File: src/rtl/booth_pkg.sv
// Shared types and helpers for the sequential radix-2 Booth multiplier.
// Holds the FSM state encoding, the Booth pair codes and the counter sizing.
package booth_pkg;

  typedef enum logic [1:0] {
    IDLE = 2'd0,
    RUN  = 2'd1,
    DONE = 2'd2
  } state_t;

  // {Qx[0], q_m1} pairs that trigger an arithmetic action; 00 and 11 hold A.
  localparam logic [1:0] PAIR_SUB = 2'b10;
  localparam logic [1:0] PAIR_ADD = 2'b01;

  // The step counter must hold WIDTH+1 down to 0.
  function automatic int cnt_width(input int width);
    return $clog2(width + 2);
  endfunction

endpackage

File: src/rtl/booth_step.sv
// One combinational radix-2 Booth iteration on N-bit registers:
// conditional add/subtract of Mx into A, then arithmetic shift of {A,Qx,q_m1}.
module booth_step #(
  parameter int N = 9
) (
  input  logic [N-1:0] a,
  input  logic [N-1:0] qx,
  input  logic [N-1:0] mx,
  input  logic         q_m1,
  output logic [N-1:0] a_next,
  output logic [N-1:0] qx_next,
  output logic         q_m1_next
);
  import booth_pkg::*;

  logic [N-1:0] a_sum;

  always_comb begin
    a_sum = a;
    case ({qx[0], q_m1})
      PAIR_SUB: a_sum = a - mx;
      PAIR_ADD: a_sum = a + mx;
      default:  a_sum = a;
    endcase
  end

  assign a_next    = {a_sum[N-1], a_sum[N-1:1]};
  assign qx_next   = {a_sum[0], qx[N-1:1]};
  assign q_m1_next = qx[0];

endmodule

File: src/rtl/booth_mul_seq.sv
// Sequential Booth multiplier: one Booth step per clock on WIDTH+1-bit operands,
// so signed and unsigned products share the same datapath.
module booth_mul_seq #(
  parameter int WIDTH = 8
) (
  input  logic                 clk,
  input  logic                 n_rst,
  input  logic                 start,
  input  logic                 is_signed,
  input  logic [WIDTH-1:0]     M,
  input  logic [WIDTH-1:0]     Q,
  output logic                 busy,
  output logic                 done,
  output logic [2*WIDTH-1:0]   product
);
  import booth_pkg::*;

  localparam int N  = WIDTH + 1;
  localparam int CW = cnt_width(WIDTH);

  state_t               state_reg, state_next;
  logic [N-1:0]         a_reg, qx_reg, mx_reg;
  logic                 q_m1_reg;
  logic [CW-1:0]        count_reg;
  logic [2*WIDTH-1:0]   product_reg;

  logic [N-1:0]         a_step, qx_step;
  logic                 q_m1_step;
  logic                 last_step;

  // The extra top bit lets unsigned operands be treated as non-negative signed.
  function automatic logic [N-1:0] ext(input logic [WIDTH-1:0] v, input logic s);
    return {s & v[WIDTH-1], v};
  endfunction

  booth_step #(.N(N)) u_step (
    .a         (a_reg),
    .qx        (qx_reg),
    .mx        (mx_reg),
    .q_m1      (q_m1_reg),
    .a_next    (a_step),
    .qx_next   (qx_step),
    .q_m1_next (q_m1_step)
  );

  assign last_step = (count_reg == CW'(1));

  always_comb begin
    state_next = state_reg;
    case (state_reg)
      IDLE:    if (start) state_next = RUN;
      RUN:     if (last_step) state_next = DONE;
      DONE:    state_next = IDLE;
      default: state_next = IDLE;
    endcase
  end

  always_ff @(posedge clk or negedge n_rst) begin
    if (!n_rst) begin
      state_reg   <= IDLE;
      a_reg       <= '0;
      qx_reg      <= '0;
      mx_reg      <= '0;
      q_m1_reg    <= 1'b0;
      count_reg   <= '0;
      product_reg <= '0;
    end else begin
      state_reg <= state_next;
      case (state_reg)
        IDLE: begin
          if (start) begin
            a_reg     <= '0;
            qx_reg    <= ext(Q, is_signed);
            mx_reg    <= ext(M, is_signed);
            q_m1_reg  <= 1'b0;
            count_reg <= CW'(WIDTH + 1);
          end
        end
        RUN: begin
          a_reg     <= a_step;
          qx_reg    <= qx_step;
          q_m1_reg  <= q_m1_step;
          count_reg <= count_reg - CW'(1);
          // Only the final step publishes, so product never shows a partial sum.
          if (last_step) product_reg <= {a_step[WIDTH-2:0], qx_step};
        end
        default: ;
      endcase
    end
  end

  assign busy    = (state_reg == RUN);
  assign done    = (state_reg == DONE);
  assign product = product_reg;

endmodule

File: config.mk
export PLATFORM = sky130hd
export DESIGN_NAME = booth_mul_seq
export DESIGN_NICKNAME = d
export VERILOG_FILES = /design/src/rtl/booth_pkg.sv /design/src/rtl/booth_step.sv /design/src/rtl/booth_mul_seq.sv
export SDC_FILE = /design/constraint.sdc
export NUM_CORES = 1
export LEC_CHECK = 0
export CAP_MARGIN = 20
export CORE_MARGIN = 10
export CORE_UTILIZATION = 45
export CTS_BUF_LIST = sky130_fd_sc_hd__clkbuf_4 sky130_fd_sc_hd__clkbuf_8
export DETAILED_ROUTE_END_ITERATION = 10
export GPL_TIMING_DRIVEN = 0
export PLACE_DENSITY_LB_ADDON = 0.12
export SLEW_MARGIN = 20
export SYNTH_ARGS = -nofsm -noshare
export SYNTH_HDL_FRONTEND = slang
export SYNTH_HIERARCHICAL = 1
export SYNTH_SLANG_ARGS = --single-unit
File: constraint.sdc
create_clock -name clk -period 6.5 [get_ports clk]
set_input_delay 1.3 -clock clk [delete_from_list [all_inputs] [get_ports clk]]
set_output_delay 1.3 -clock clk [all_outputs]
set_load 0.05 [all_outputs]
== Word-level counts from Yosys, hierarchy flattened ==
Cells that the tools add are included.
Widths: inputs -> output; s select.

* Eq/ne operators: 7
* Mux-type cells: 12
* Add/sub/neg operators: 3
* Bitwise logic cells: 2
* Reduce and logical (&&, ||, !) cells: 6

{| class="wikitable"
|+ Operators with widths
! cell !! count
|-
| $pmux 9 s2 || 3
|-
| $mux 9 || 2
|-
| $add 9x9->9 || 1
|-
| $sub 9x9->9 || 1
|-
| $pmux 4 s2 || 1
|-
| $reduce_and 2->1 || 4
|-
| $eq 2x1->1 const B || 2
|-
| $eq 2x2->1 const B || 2
|-
| $eq 4x1->1 const B || 1
|-
| $mux 2 || 2
|-
| $mux 4 || 1
|-
| $pmux 2 s2 || 1
|-
| $sub 4x1->4 const B || 1
|-
| $and 1x1->1 || 2
|-
| $logic_not 2->1 || 1
|-
| $ne 2x1->1 const B || 1
|-
| $ne 2x2->1 const B || 1
|-
| $pmux 1 s2 || 1
|-
| $reduce_bool 2->1 || 1
|-
| $mux 1 || 1
|}

* Input bits: 20
* Output and inout bits: 18
* Register bits after elaboration: 50

== Depth between registers and ports, before layout ==
* Word-level depth: 3
* Gate-level depth with buffers: 14
* Depth with buffers taken out: 12

== Modules after synthesis ==
The synthesis kept the hierarchy.

{| class="wikitable"
|+ Modules (own cells, without submodules)
! module !! cells each !! area each (um^2) !! instances
|-
| booth_mul_seq || 182 || 2044.5 || 1
|-
| booth_step || 108 || 785.8 || 1
|}

== Worst setup path before layout ==
Ideal clock, no wire load.

* Path kind: register to register
* From: register mx_reg[3]
* To: register a_reg[8]
* Data required time: 6433 ps
* Setup slack: 3593 ps
* Cell stages (with the launch flop): 14
* Data arrival time: 2841 ps
* Library setup time: 67 ps
* Cells stage by stage: dfrtp_1 > nor2_1 > nor4b_1 > a21oi_1 > xor2_1 > ha_1 > and2_4 > or4_4 > or4_1 > a21oi_1 > nand4b_1 > buf_4 > nand2_1 > nand2_1

* Cells in the longest elaborated chain, start to end: 3
* Elaborated cells on any way between the ends: 4

{| class="wikitable"
|+ RTL lines
! what !! line !! text
|-
| start, declared || booth_mul_seq.sv:22 || <nowiki>logic [N-1:0] a_reg, qx_reg, mx_reg;</nowiki>
|-
| start signal, assigned || booth_mul_seq.sv:74 || <nowiki>mx_reg <= ext(M, is_signed);</nowiki>
|-
| $add 9x9->9 / $sub 9x9->9 (equally long branches) || booth_step.sv:22, booth_step.sv:21 ||
|-
| $pmux 9 s2 (*) || booth_step.sv:20 || <nowiki>case ({qx[0], q_m1})</nowiki>
|-
| named net a_step[7] || booth_mul_seq.sv:27 || <nowiki>logic [N-1:0] a_step, qx_step;</nowiki>
|-
| $pmux 9 s2 (*) || booth_mul_seq.sv:69 || <nowiki>case (state_reg)</nowiki>
|-
| end signal, assigned || booth_mul_seq.sv:80 || <nowiki>a_reg <= a_step;</nowiki>
|-
| end, declared || booth_mul_seq.sv:22 ||
|}

Mark *: on every way through the listed nets, which the timed path passes. The rest lies on a longest branch.
A chain may end at the register's enable or synchronous reset.

== Worst setup path after layout ==
* From: register state_reg[1]
* To: output port busy

* Cells in the longest elaborated chain, start to end: 1

{| class="wikitable"
|+ RTL lines
! what !! line !! text
|-
| start, declared || booth_mul_seq.sv:21 || <nowiki>state_t state_reg, state_next;</nowiki>
|-
| start signal, assigned || booth_mul_seq.sv:68 || <nowiki>state_reg <= state_next;</nowiki>
|-
| $eq 2x1->1 || booth_mul_seq.sv:92 || <nowiki>assign busy = (state_reg == RUN);</nowiki>
|-
| end, declared || booth_mul_seq.sv:12 || <nowiki>output logic busy,</nowiki>
|}

Every way passes these cells.

==> impl_metrics.env <==
export IMPL_cts_path_max_buffers=2
export IMPL_routed_wl_mm=6.050
export IMPL_track_usage_pct=12.70
export IMPL_grt_pass1_wl_mm=10.48
export IMPL_antenna_found_initial=0
export IMPL_root_buffer="clkbuf_8"
export IMPL_hold_class="flop to flop"
export IMPL_synthArstFlopShare_pct=100.0
export IMPL_synth_edf_count=0
export IMPL_cts_tree="built"
export IMPL_start_kind="flop"
export IMPL_die_area_um2=9861
export IMPL_via_per_inst=5.251
export IMPL_cts_buffers=5
export IMPL_post_route_min_period_ns=3.633
export IMPL_yosysWarnings=6
export IMPL_synthesis_area_um2=2830
export IMPL_fin_skew_ns=0.006010
export IMPL_final_setup_viol_count=0
export IMPL_cp_arrival_ns=2.33
export IMPL_numPortBuffers=37
export IMPL_cts_resized=0
export IMPL_synth_top_area_share_pct=44.21
export IMPL_finalHoldViolations=0
export IMPL_cp_max_fo=10
export IMPL_ys_top_cells_by_count="nand2_1, dfrtp_1, ha_1, nand3_1, inv_1"
export IMPL_setup_tns_final_ns=0
export IMPL_hpwl_mm=4.521
export IMPL_synth_most_common_cell="nand2_1"
export IMPL_status="finished clean"
export IMPL_drt_antenna_violating_nets=0
export IMPL_slew_headroom_pct=50.38
export IMPL_diodes=0
export IMPL_yosysSeqAreaShare_pct=44.21
export IMPL_rrSetupSlack_ns=3.21
export IMPL_cp_required_ns=5.20
export IMPL_slew_viol_final=0
export IMPL_synthCells=290
export IMPL_crit_path_end="busy"
export IMPL_ys_flop_type="dfrtp_1"
export IMPL_die_height_um=99.31
export IMPL_drt_iter0_markers=99
export IMPL_worst_slack_ns=2.867
export IMPL_reg2reg_depth=13
export IMPL_r2r_start="mx_reg[2]$_DFFE_PN0P_"
export IMPL_clkSinkCount=50
export IMPL_tightest_slew_ns=0.7427
export IMPL_area_growth_syn_to_layout_pct=19.67
export IMPL_pre_cts_ws_ns=3.195
export IMPL_worstSkewPairLatency_ns=0.31
export IMPL_cts_clk_slew_worst_paths_ns=0.09
export IMPL_maxCapViolations=0
export IMPL_num_nets_final=368
export IMPL_row_count=28
export IMPL_r2r_end="a_reg[8]$_DFFE_PN0P_"
export IMPL_synthTopCellsByArea="dfrtp_1, nand2_1, ha_1"
export IMPL_post_cts_buffers=0
export IMPL_largest_reg_flops=16
export IMPL_final_layout_size_suffix_gt1_share_pct=15.82
export IMPL_crit_start="state_reg[1]$_DFFE_PN0P_"
export IMPL_synthesis_nets=324
export IMPL_core_area_um2=6026
export IMPL_drc_errors=0
export IMPL_rsz0062_at_grt="no"
export IMPL_avgSynthCellArea_um2=9.759
export IMPL_place_congestion=0.8025
export IMPL_die_w_um=99.31
export IMPL_via_count=2153
export IMPL_initial_core_util_pct=46.97
export IMPL_holdBufCountCts=0
export IMPL_grt_ovfl_total=0
export IMPL_ios=38
export IMPL_cts_max_level=2
export IMPL_min_period_over_period_pct=55.90
export IMPL_wl_per_cell_um=14.76
export IMPL_first_pass_iters=4
export IMPL_yosysTopAreaCell="dfrtp_1"
export IMPL_path_class="flop to output pin"
export IMPL_grt_pass1_vias=2180
export IMPL_end_kind="output pin"
export IMPL_hold_slack_ns=0.4811
export IMPL_timing_fmax_mhz=275.2
export IMPL_grt_max_degree=51
export IMPL_synthDistinctLibCells=51
export IMPL_ys_ff_latch=50
cells in the final DEF, fill, tap and decap left out, drive strengths merged, types with 9 or more instances in the layout:
| cell type | instances |
|---|---|
| buf | 18 |
| clkbuf | 11 |
| clkdlybuf4s50 | 36 |
| dfrtp | 50 |
| ha | 13 |
| inv | 13 |
| mux2 | 18 |
| nand2 | 74 |
| nand3 | 13 |
| nor2 | 9 |
| o21ai | 12 |
per-stage QoR:
stage | cell area [um2] | util, % | std cells
floorplan | 2830 | - | 290
global placement | 3294 | 54.67 | 402
detailed placement | 3292 | 54.63 | 402
CTS | 3387 | 56.21 | 410
global route | 3387 | 56.21 | 410
finish | 3387 | 56.21 | 410
worst max-delay path, stage by stage, from the launching register on:
cell and delay [ns]:
dfrtp_1 0.43, nand2b_4 0.19, inv_4 0.11, clkbuf_1 0.40, clkdlybuf4s50_1 0.90
area by class of cell:
cell class | instances | area (um2)
inverter | 13 | 51.30
timing repair buffer | 37 | 367.9
clock buffer | 7 | 90.09
sequential | 50 | 1251
multi-input combinational | 206 | 1390
buffer | 21 | 137.6
tap | 75 | 93.84
fill | 549 | 2639
clock inverter | 1 | 5.005
layer usage:
layer | vias to the layer above | share of wire (%) | track usage (%)
li1 | 1074 | - | -
met1 | 1031 | 50 | 17.20
met2 | 42 | 44 | 18.74
met3 | 6 | 5.3 | 4.429
met4 | 0 | 0.96 | 3.308
met5 | - | 0 | 0
logic make-up (layout without fill, tap and decap cells):
group,Yosys count,after routing,synth area share [%]
AO/OA/AOI/OAI,45,45,10.70
AND/OR/NAND/NOR,117,117,19.19
adder cells (fa/ha/maj),14,14,6.455
multiplexers,19,19,8.709
flip-flops,50,50,44.21
buffers and inverters,34,79,6.675
XOR/XNOR,11,11,4.068
how the worst min path moves through the flow:
| stage | from | end | slack [ns] | cells past startpoint |
|---|---|---|---|---|
| after floorplan | qx_reg[8]$_DFFE_PN0P_ | qx_reg[8]$_DFFE_PN0P_ | 0.45 | 2 |
| after detailed placement | qx_reg[1]$_DFFE_PN0P_ | qx_reg[1]$_DFFE_PN0P_ | 0.46 | 2 |
| after global placement | qx_reg[6]$_DFFE_PN0P_ | qx_reg[6]$_DFFE_PN0P_ | 0.46 | 2 |
| after global routing | qx_reg[4]$_DFFE_PN0P_ | qx_reg[4]$_DFFE_PN0P_ | 0.50 | 2 |
| final | qx_reg[2]$_DFFE_PN0P_ | qx_reg[2]$_DFFE_PN0P_ | 0.48 | 2 |
| after CTS | qx_reg[1]$_DFFE_PN0P_ | qx_reg[1]$_DFFE_PN0P_ | 0.49 | 2 |
Power is not shown: default switching activity piles up to over one toggle a cycle in this logic, so the estimate is an artifact.
